--- src/rtl/debug_dump_sequencer.sv ---
// Streams a debug snapshot (PC, cycle count, register file, data memory) over a
// byte-wide UART transmitter, MSB byte first, one byte per transmitter handshake.
module debug_dump_sequencer #(
    parameter int BITS_SIZE  = 32,
    parameter int MEM_WORDS  = 32,
    parameter int SIZE_TRAMA = 8
) (
    input  logic                  i_clk,
    input  logic                  i_reset,
    input  logic                  i_start,
    input  logic                  i_tx_done,
    input  logic [BITS_SIZE-1:0]  i_pc,
    input  logic [BITS_SIZE-1:0]  i_clk_count,
    input  logic [BITS_SIZE-1:0]  i_data_reg_file,
    input  logic [BITS_SIZE-1:0]  i_data_mem,
    output logic [4:0]            o_select_register_dir,
    output logic [BITS_SIZE-1:0]  o_select_mem_dir,
    output logic [SIZE_TRAMA-1:0] o_tx_data,
    output logic                  o_tx_start,
    output logic                  o_busy,
    output logic                  o_done
);

    localparam logic [8:0] FIRST_REG = 9'd2;
    localparam logic [8:0] FIRST_MEM = 9'd34;
    localparam logic [8:0] LAST_WORD = 9'(33 + MEM_WORDS);

    typedef enum logic [2:0] {
        IDLE   = 3'd0,
        SELECT = 3'd1,
        LATCH  = 3'd2,
        SEND   = 3'd3,
        WAIT   = 3'd4,
        DONE   = 3'd5
    } state_t;

    state_t                  state_r, state_nxt_s;
    logic [8:0]              word_cnt_r, word_cnt_nxt_s;
    logic [1:0]              byte_cnt_r, byte_cnt_nxt_s;
    logic [BITS_SIZE-1:0]    pc_snap_r, pc_snap_nxt_s;
    logic [BITS_SIZE-1:0]    clk_snap_r, clk_snap_nxt_s;
    logic [BITS_SIZE-1:0]    shift_r, shift_nxt_s;
    logic [4:0]              sel_reg_r, sel_reg_nxt_s;
    logic [BITS_SIZE-1:0]    sel_mem_r, sel_mem_nxt_s;
    logic [SIZE_TRAMA-1:0]   tx_data_r, tx_data_nxt_s;
    logic                    tx_start_r, tx_start_nxt_s;
    logic                    busy_r, busy_nxt_s;
    logic                    done_r, done_nxt_s;

    function automatic logic [SIZE_TRAMA-1:0] pick_byte(input logic [BITS_SIZE-1:0] word,
                                                        input logic [1:0] idx);
        case (idx)
            2'd0:    pick_byte = word[4*SIZE_TRAMA-1 -: SIZE_TRAMA];
            2'd1:    pick_byte = word[3*SIZE_TRAMA-1 -: SIZE_TRAMA];
            2'd2:    pick_byte = word[2*SIZE_TRAMA-1 -: SIZE_TRAMA];
            default: pick_byte = word[SIZE_TRAMA-1:0];
        endcase
    endfunction

    // Word indices 2..33 map onto registers 0..31; low five bits wrap correctly.
    function automatic logic [4:0] reg_dir_of(input logic [8:0] w);
        if ((w >= FIRST_REG) && (w < FIRST_MEM)) begin
            reg_dir_of = w[4:0] - 5'd2;
        end else begin
            reg_dir_of = 5'd0;
        end
    endfunction

    function automatic logic [BITS_SIZE-1:0] mem_dir_of(input logic [8:0] w);
        if (w >= FIRST_MEM) begin
            mem_dir_of = BITS_SIZE'(w - FIRST_MEM);
        end else begin
            mem_dir_of = {BITS_SIZE{1'b0}};
        end
    endfunction

    // Next-state, counter, snapshot and registered-output computation.
    always_comb begin
        state_nxt_s    = state_r;
        word_cnt_nxt_s = word_cnt_r;
        byte_cnt_nxt_s = byte_cnt_r;
        pc_snap_nxt_s  = pc_snap_r;
        clk_snap_nxt_s = clk_snap_r;
        shift_nxt_s    = shift_r;

        case (state_r)
            IDLE: begin
                if (i_start) begin
                    pc_snap_nxt_s  = i_pc;
                    clk_snap_nxt_s = i_clk_count;
                    word_cnt_nxt_s = 9'd0;
                    byte_cnt_nxt_s = 2'd0;
                    state_nxt_s    = SELECT;
                end else begin
                    state_nxt_s = IDLE;
                end
            end
            SELECT: state_nxt_s = LATCH;
            LATCH: begin
                if (word_cnt_r == 9'd0) begin
                    shift_nxt_s = pc_snap_r;
                end else if (word_cnt_r == 9'd1) begin
                    shift_nxt_s = clk_snap_r;
                end else if (word_cnt_r < FIRST_MEM) begin
                    shift_nxt_s = i_data_reg_file;
                end else begin
                    shift_nxt_s = i_data_mem;
                end
                state_nxt_s = SEND;
            end
            SEND: state_nxt_s = WAIT;
            WAIT: begin
                if (!i_tx_done) begin
                    state_nxt_s = WAIT;
                end else if (byte_cnt_r != 2'd3) begin
                    byte_cnt_nxt_s = byte_cnt_r + 2'd1;
                    state_nxt_s    = SEND;
                end else if (word_cnt_r < LAST_WORD) begin
                    word_cnt_nxt_s = word_cnt_r + 9'd1;
                    byte_cnt_nxt_s = 2'd0;
                    state_nxt_s    = SELECT;
                end else begin
                    state_nxt_s = DONE;
                end
            end
            DONE:    state_nxt_s = IDLE;
            default: state_nxt_s = IDLE;
        endcase

        // Outputs are registered against the state being entered.
        tx_start_nxt_s = (state_nxt_s == SEND);
        done_nxt_s     = (state_nxt_s == DONE);
        busy_nxt_s     = (state_nxt_s == SELECT) || (state_nxt_s == LATCH) ||
                         (state_nxt_s == SEND)   || (state_nxt_s == WAIT);

        if (state_nxt_s == SELECT) begin
            sel_reg_nxt_s = reg_dir_of(word_cnt_nxt_s);
            sel_mem_nxt_s = mem_dir_of(word_cnt_nxt_s);
        end else if ((state_nxt_s == IDLE) || (state_nxt_s == DONE)) begin
            sel_reg_nxt_s = 5'd0;
            sel_mem_nxt_s = {BITS_SIZE{1'b0}};
        end else begin
            sel_reg_nxt_s = sel_reg_r;
            sel_mem_nxt_s = sel_mem_r;
        end

        if (state_nxt_s == SEND) begin
            tx_data_nxt_s = pick_byte(shift_nxt_s, byte_cnt_nxt_s);
        end else begin
            tx_data_nxt_s = tx_data_r;
        end
    end

    // State, datapath and output registers with synchronous reset.
    always_ff @(posedge i_clk) begin
        if (i_reset) begin
            state_r    <= IDLE;
            word_cnt_r <= 9'd0;
            byte_cnt_r <= 2'd0;
            pc_snap_r  <= {BITS_SIZE{1'b0}};
            clk_snap_r <= {BITS_SIZE{1'b0}};
            shift_r    <= {BITS_SIZE{1'b0}};
            sel_reg_r  <= 5'd0;
            sel_mem_r  <= {BITS_SIZE{1'b0}};
            tx_data_r  <= {SIZE_TRAMA{1'b0}};
            tx_start_r <= 1'b0;
            busy_r     <= 1'b0;
            done_r     <= 1'b0;
        end else begin
            state_r    <= state_nxt_s;
            word_cnt_r <= word_cnt_nxt_s;
            byte_cnt_r <= byte_cnt_nxt_s;
            pc_snap_r  <= pc_snap_nxt_s;
            clk_snap_r <= clk_snap_nxt_s;
            shift_r    <= shift_nxt_s;
            sel_reg_r  <= sel_reg_nxt_s;
            sel_mem_r  <= sel_mem_nxt_s;
            tx_data_r  <= tx_data_nxt_s;
            tx_start_r <= tx_start_nxt_s;
            busy_r     <= busy_nxt_s;
            done_r     <= done_nxt_s;
        end
    end

    assign o_select_register_dir = sel_reg_r;
    assign o_select_mem_dir      = sel_mem_r;
    assign o_tx_data             = tx_data_r;
    assign o_tx_start            = tx_start_r;
    assign o_busy                = busy_r;
    assign o_done                = done_r;

endmodule

--- config.mk ---
export PLATFORM = sky130hd
export DESIGN_NAME = debug_dump_sequencer
export DESIGN_NICKNAME = d
export VERILOG_FILES = /design/src/rtl/debug_dump_sequencer.sv
export SDC_FILE = /design/constraint.sdc
export NUM_CORES = 1
export LEC_CHECK = 0
export CORE_MARGIN = 3
export CORE_UTILIZATION = 48
export CTS_CLUSTER_DIAMETER = 60
export DETAILED_ROUTE_END_ITERATION = 8
export PLACE_DENSITY = 0.8
export SETUP_SLACK_MARGIN = 0.15
export SLEW_MARGIN = 20
export SYNTH_ARGS = -nofsm -noshare
export SYNTH_HDL_FRONTEND = slang
export SYNTH_SLANG_ARGS = --single-unit
--- constraint.sdc ---
create_clock -name i_clk -period 3.08 [get_ports i_clk]
set_input_delay 0.616 -clock i_clk [delete_from_list [all_inputs] [get_ports i_clk]]
set_output_delay 0.616 -clock i_clk [all_outputs]
set_load 0.005 [all_outputs]
==> summary.txt <==
Timing
  – Crit path time final: 2820 ps
  – RSZ-0062 raised after global routing: false
  – Setup Skew: 5.49 ps
  – Finish-stage setup viols: 0
  – Slew HR: 49.1%
  – Max Slew Vio Count: 0
  – Hold Vio Cnt, Final: 0
  – Worst-Margin Slew: 764 ps
  – F_max: 354 MHz
  – Tcrit/Tclk final: 91.7%
  – Slack of the critical path: 256 ps

Global routing
  – GRT overflow: 0
  – Initial antenna violation count: 0
  – Tot GR Track Use: 25.4%
  – Via count of the first global-routing pass: 5818
  – First-pass GRT wire length: 29.2 mm
  – Pin count of the biggest net entering global routing: 74

Logic synthesis
  – Largest area contributor in the netlist: dfxtp_1
  – Largest cells by area after synthesis: dfxtp_1 (43%), nand2_1 (10%), a21oi_1 (6.6%)
  – Synth warnings: 0
  – Mean area per synthesized cell: 8.27 sq um
  – Top_reg_cell synth: dfxtp_1
  – Sequential share of the synthesized area: 42.7%
  – Mapped Nets: 909
  – Post-Synthesis Cell Area: 6380 sq um
  – Yosys top cell area share: 42.7%
  – Synth unique cells: 62
  – Seq cells post-synth: 136
  – Number of synthesized flops with an enable pin: 0
  – Mapped Cells: 772
  – Async S/R FF share, synth: 0%

CTS
  – Clock transition at path regs: 60 ps
  – Max Root-Sink Buffers: 2
  – Total CTS buffers: 17
  – Postcts setup bufs: 0
  – CTS Root Cell: clkbuf_16
  – Sink Count: 136
  – CTS tree: yes
  – Hold_buf cts: 0
  – H-Tree Depth: 4
  – # resized after CTS: 0
  – Latest clock arrival within the worst-skew pair: 420 ps

Routing
  – Residual DRC: 0
  – Vias: 6095
  – Antenna viol nets, final: 0
  – Via density: 5.49
  – WL/cell: 16.7 um
  – DRT iter0 DRCs: 485
  – First-pass iteration count of the detailed router: 6
  – Detailed Route WL: 18.5 mm

Worst setup path
  – CP Class: in2reg
  – CP required: 3390 ps
  – Critical Path AT: 3130 ps
  – Startpoint Class: input port
  – Crit end category: flip-flop
  – Critical-path maximum fanout: 8

Place
  – DP HPWL: 13.2 mm
  – Area post-placement: 8310 sq um
  – Setup WS pre-CTS: -124 ps
  – Global placer's final weighted congestion: 0.920
  – IO Port Bufs: 179

Floorplan
  – Die footprint: 14700 sq um
  – Die span in y: 121 um
  – Count of standard-cell rows: 41
  – Die W: 121 um
  – Starting Density: 49.8%
  – IO Count: 180
  – Core ar.: 12800 sq um

Min path
  – Min-delay worst type: reg2reg

Power and ir drop
  – Leak: 3.18 nW
  – PD cells: 519 nW/um^2
  – VDD IR max: 0.441 mV

Finish
  – Final #Nets: 1064
  – Antenna cell count: 0
  – Design area: 8910 sq um
  – Area Growth Syn to Fin: 39.7%
  – Fraction of layout cells with a size suffix above 1: 9.38%
  – Fill cell count: 1013

Flow run
  – Max_cap viols: 0

Run status
  – Status: complete, no violations
routing by layer:
layer / GRT usage, % / wire (um) / vias to the layer above
li1: - / - / 3010
met1: 34.4 / 8100 / 2802
met2: 40.1 / 8750 / 246
met3: 5.17 / 1290 / 37
met4: 8.89 / 367 / 0
met5: 0 / 0 / -
final cells by class:
class,instances,area [sq um],share of cell area (%)
multi-input cells,550,3290,36.9
flip-flops and latches,136,2720,30.5
repair buffers,215,2070,23.2
clock buffers,22,464,5.21
well taps,172,215,2.41
clock inverters,8,123,1.38
inverters,7,26.3,0.295
report_power, final:
group	internal, mW	switching, mW	total (mW)	leakage (nW)
combinational	0.318	0.343	0.661	1.78
sequential	1.87	0.0599	1.93	1.11
clock	1.30	0.731	2.03	0.290
synth_stat cells, drive strengths merged, types with 4 or more instances:
library cell / count
mux2i: 33
ha: 5
clkbuf: 41
a32oi: 4
dfxtp: 136
nor2b: 15
a211oi: 17
a31oi: 5
a22o: 16
a311oi: 9
buf: 38
inv: 7
a22oi: 17
nor3b: 4
nor2: 73
nand2: 172
o211a: 8
a21oi: 86
o211ai: 9
and3: 5
o22a: 8
nor4: 5
nor3: 13
o31ai: 5
or3: 4
registers in the layout (all words and copies together), names as in the netlist:
register / flops
o_done: 1
word_cnt_r: 9
byte_cnt_r: 2
state_r: 3
o_tx_start: 1
pc_snap_r: 32
o_busy: 1
o_tx_data: 8
o_select_mem_dir: 10
o_select_register_dir: 5
clk_snap_r: 32
shift_r: 32
critical path, cell delays in order:
cell and delay [ps]:
clkdlybuf4s50_1 500, or4b_2 740, buf_4 210, nand2_1 70, a21oi_2 70, nor2_4 140
nand2_1 200, o22a_1 270, a311oi_1 310
metrics by stage:
stage	instances	power [mW]	TNS (ps)	util (%)	hold WS, ps
after floorplan	772	2.28	0	-	435
after global placement	1080	2.61	-44.5	64.8	425
after detailed placement	1080	2.62	-919	64.8	436
after CTS	1110	4.64	0	69.4	444
after global routing	1110	4.79	0	69.5	464
final	1110	4.62	0	69.5	441
cell usage in the layout (no fill, tap or decap), types with 3 or more instances in the layout:
cell / Yosys / final
a211oi_1: 17 / 17
a21oi_1: 84 / 83
a21oi_2: 2 / 3
a22o_1: 16 / 16
a22oi_1: 16 / 16
a311oi_1: 9 / 9
a31oi_1: 5 / 5
a32oi_1: 4 / 4
and3_1: 5 / 5
and4_1: 3 / 3
buf_4: 22 / 36
bufinv_16: 0 / 3
clkbuf_1: 41 / 3
clkbuf_16: 0 / 17
clkdlybuf4s50_1: 0 / 178
clkinv_2: 0 / 3
dfxtp_1: 136 / 136
ha_1: 5 / 5
inv_1: 7 / 7
mux2i_1: 33 / 33
nand2_1: 172 / 172
nand3_1: 3 / 3
nor2_1: 72 / 71
nor2b_1: 15 / 15
nor3_1: 11 / 11
nor3b_1: 4 / 4
nor4_4: 1 / 3
o211a_1: 8 / 8
o211ai_1: 9 / 9
o22a_1: 8 / 8
o31ai_1: 5 / 4
or3_1: 4 / 3
logic make-up (layout without fill, tap and decap cells):
kind of cell	after synthesis	after routing	synth area share (%)
mux	34	34	5.41
simple gates	309	309	22.0
buf+inv	86	252	6.63
fa+ha+maj	5	5	0.980
xor+xnor	2	2	0.275
compound gates	200	200	22.0
flops	136	136	42.7
final timing paths:
kind                               startpoint                          endpoint  slack, ps  cells after the start
max reg2reg          word_cnt_r[4]$_SDFF_PP0_         o_tx_data[2]$_SDFFE_PP0P_        310                      8
min          o_select_mem_dir[0]$_SDFFE_PP0P_  o_select_mem_dir[0]$_SDFFE_PP0P_        440                      2
max                                   i_start         o_tx_data[0]$_SDFFE_PP0P_        260                      9
min reg2reg  o_select_mem_dir[0]$_SDFFE_PP0P_  o_select_mem_dir[0]$_SDFFE_PP0P_        440                      2
Note: power is estimated with default switching activity, not from simulation.
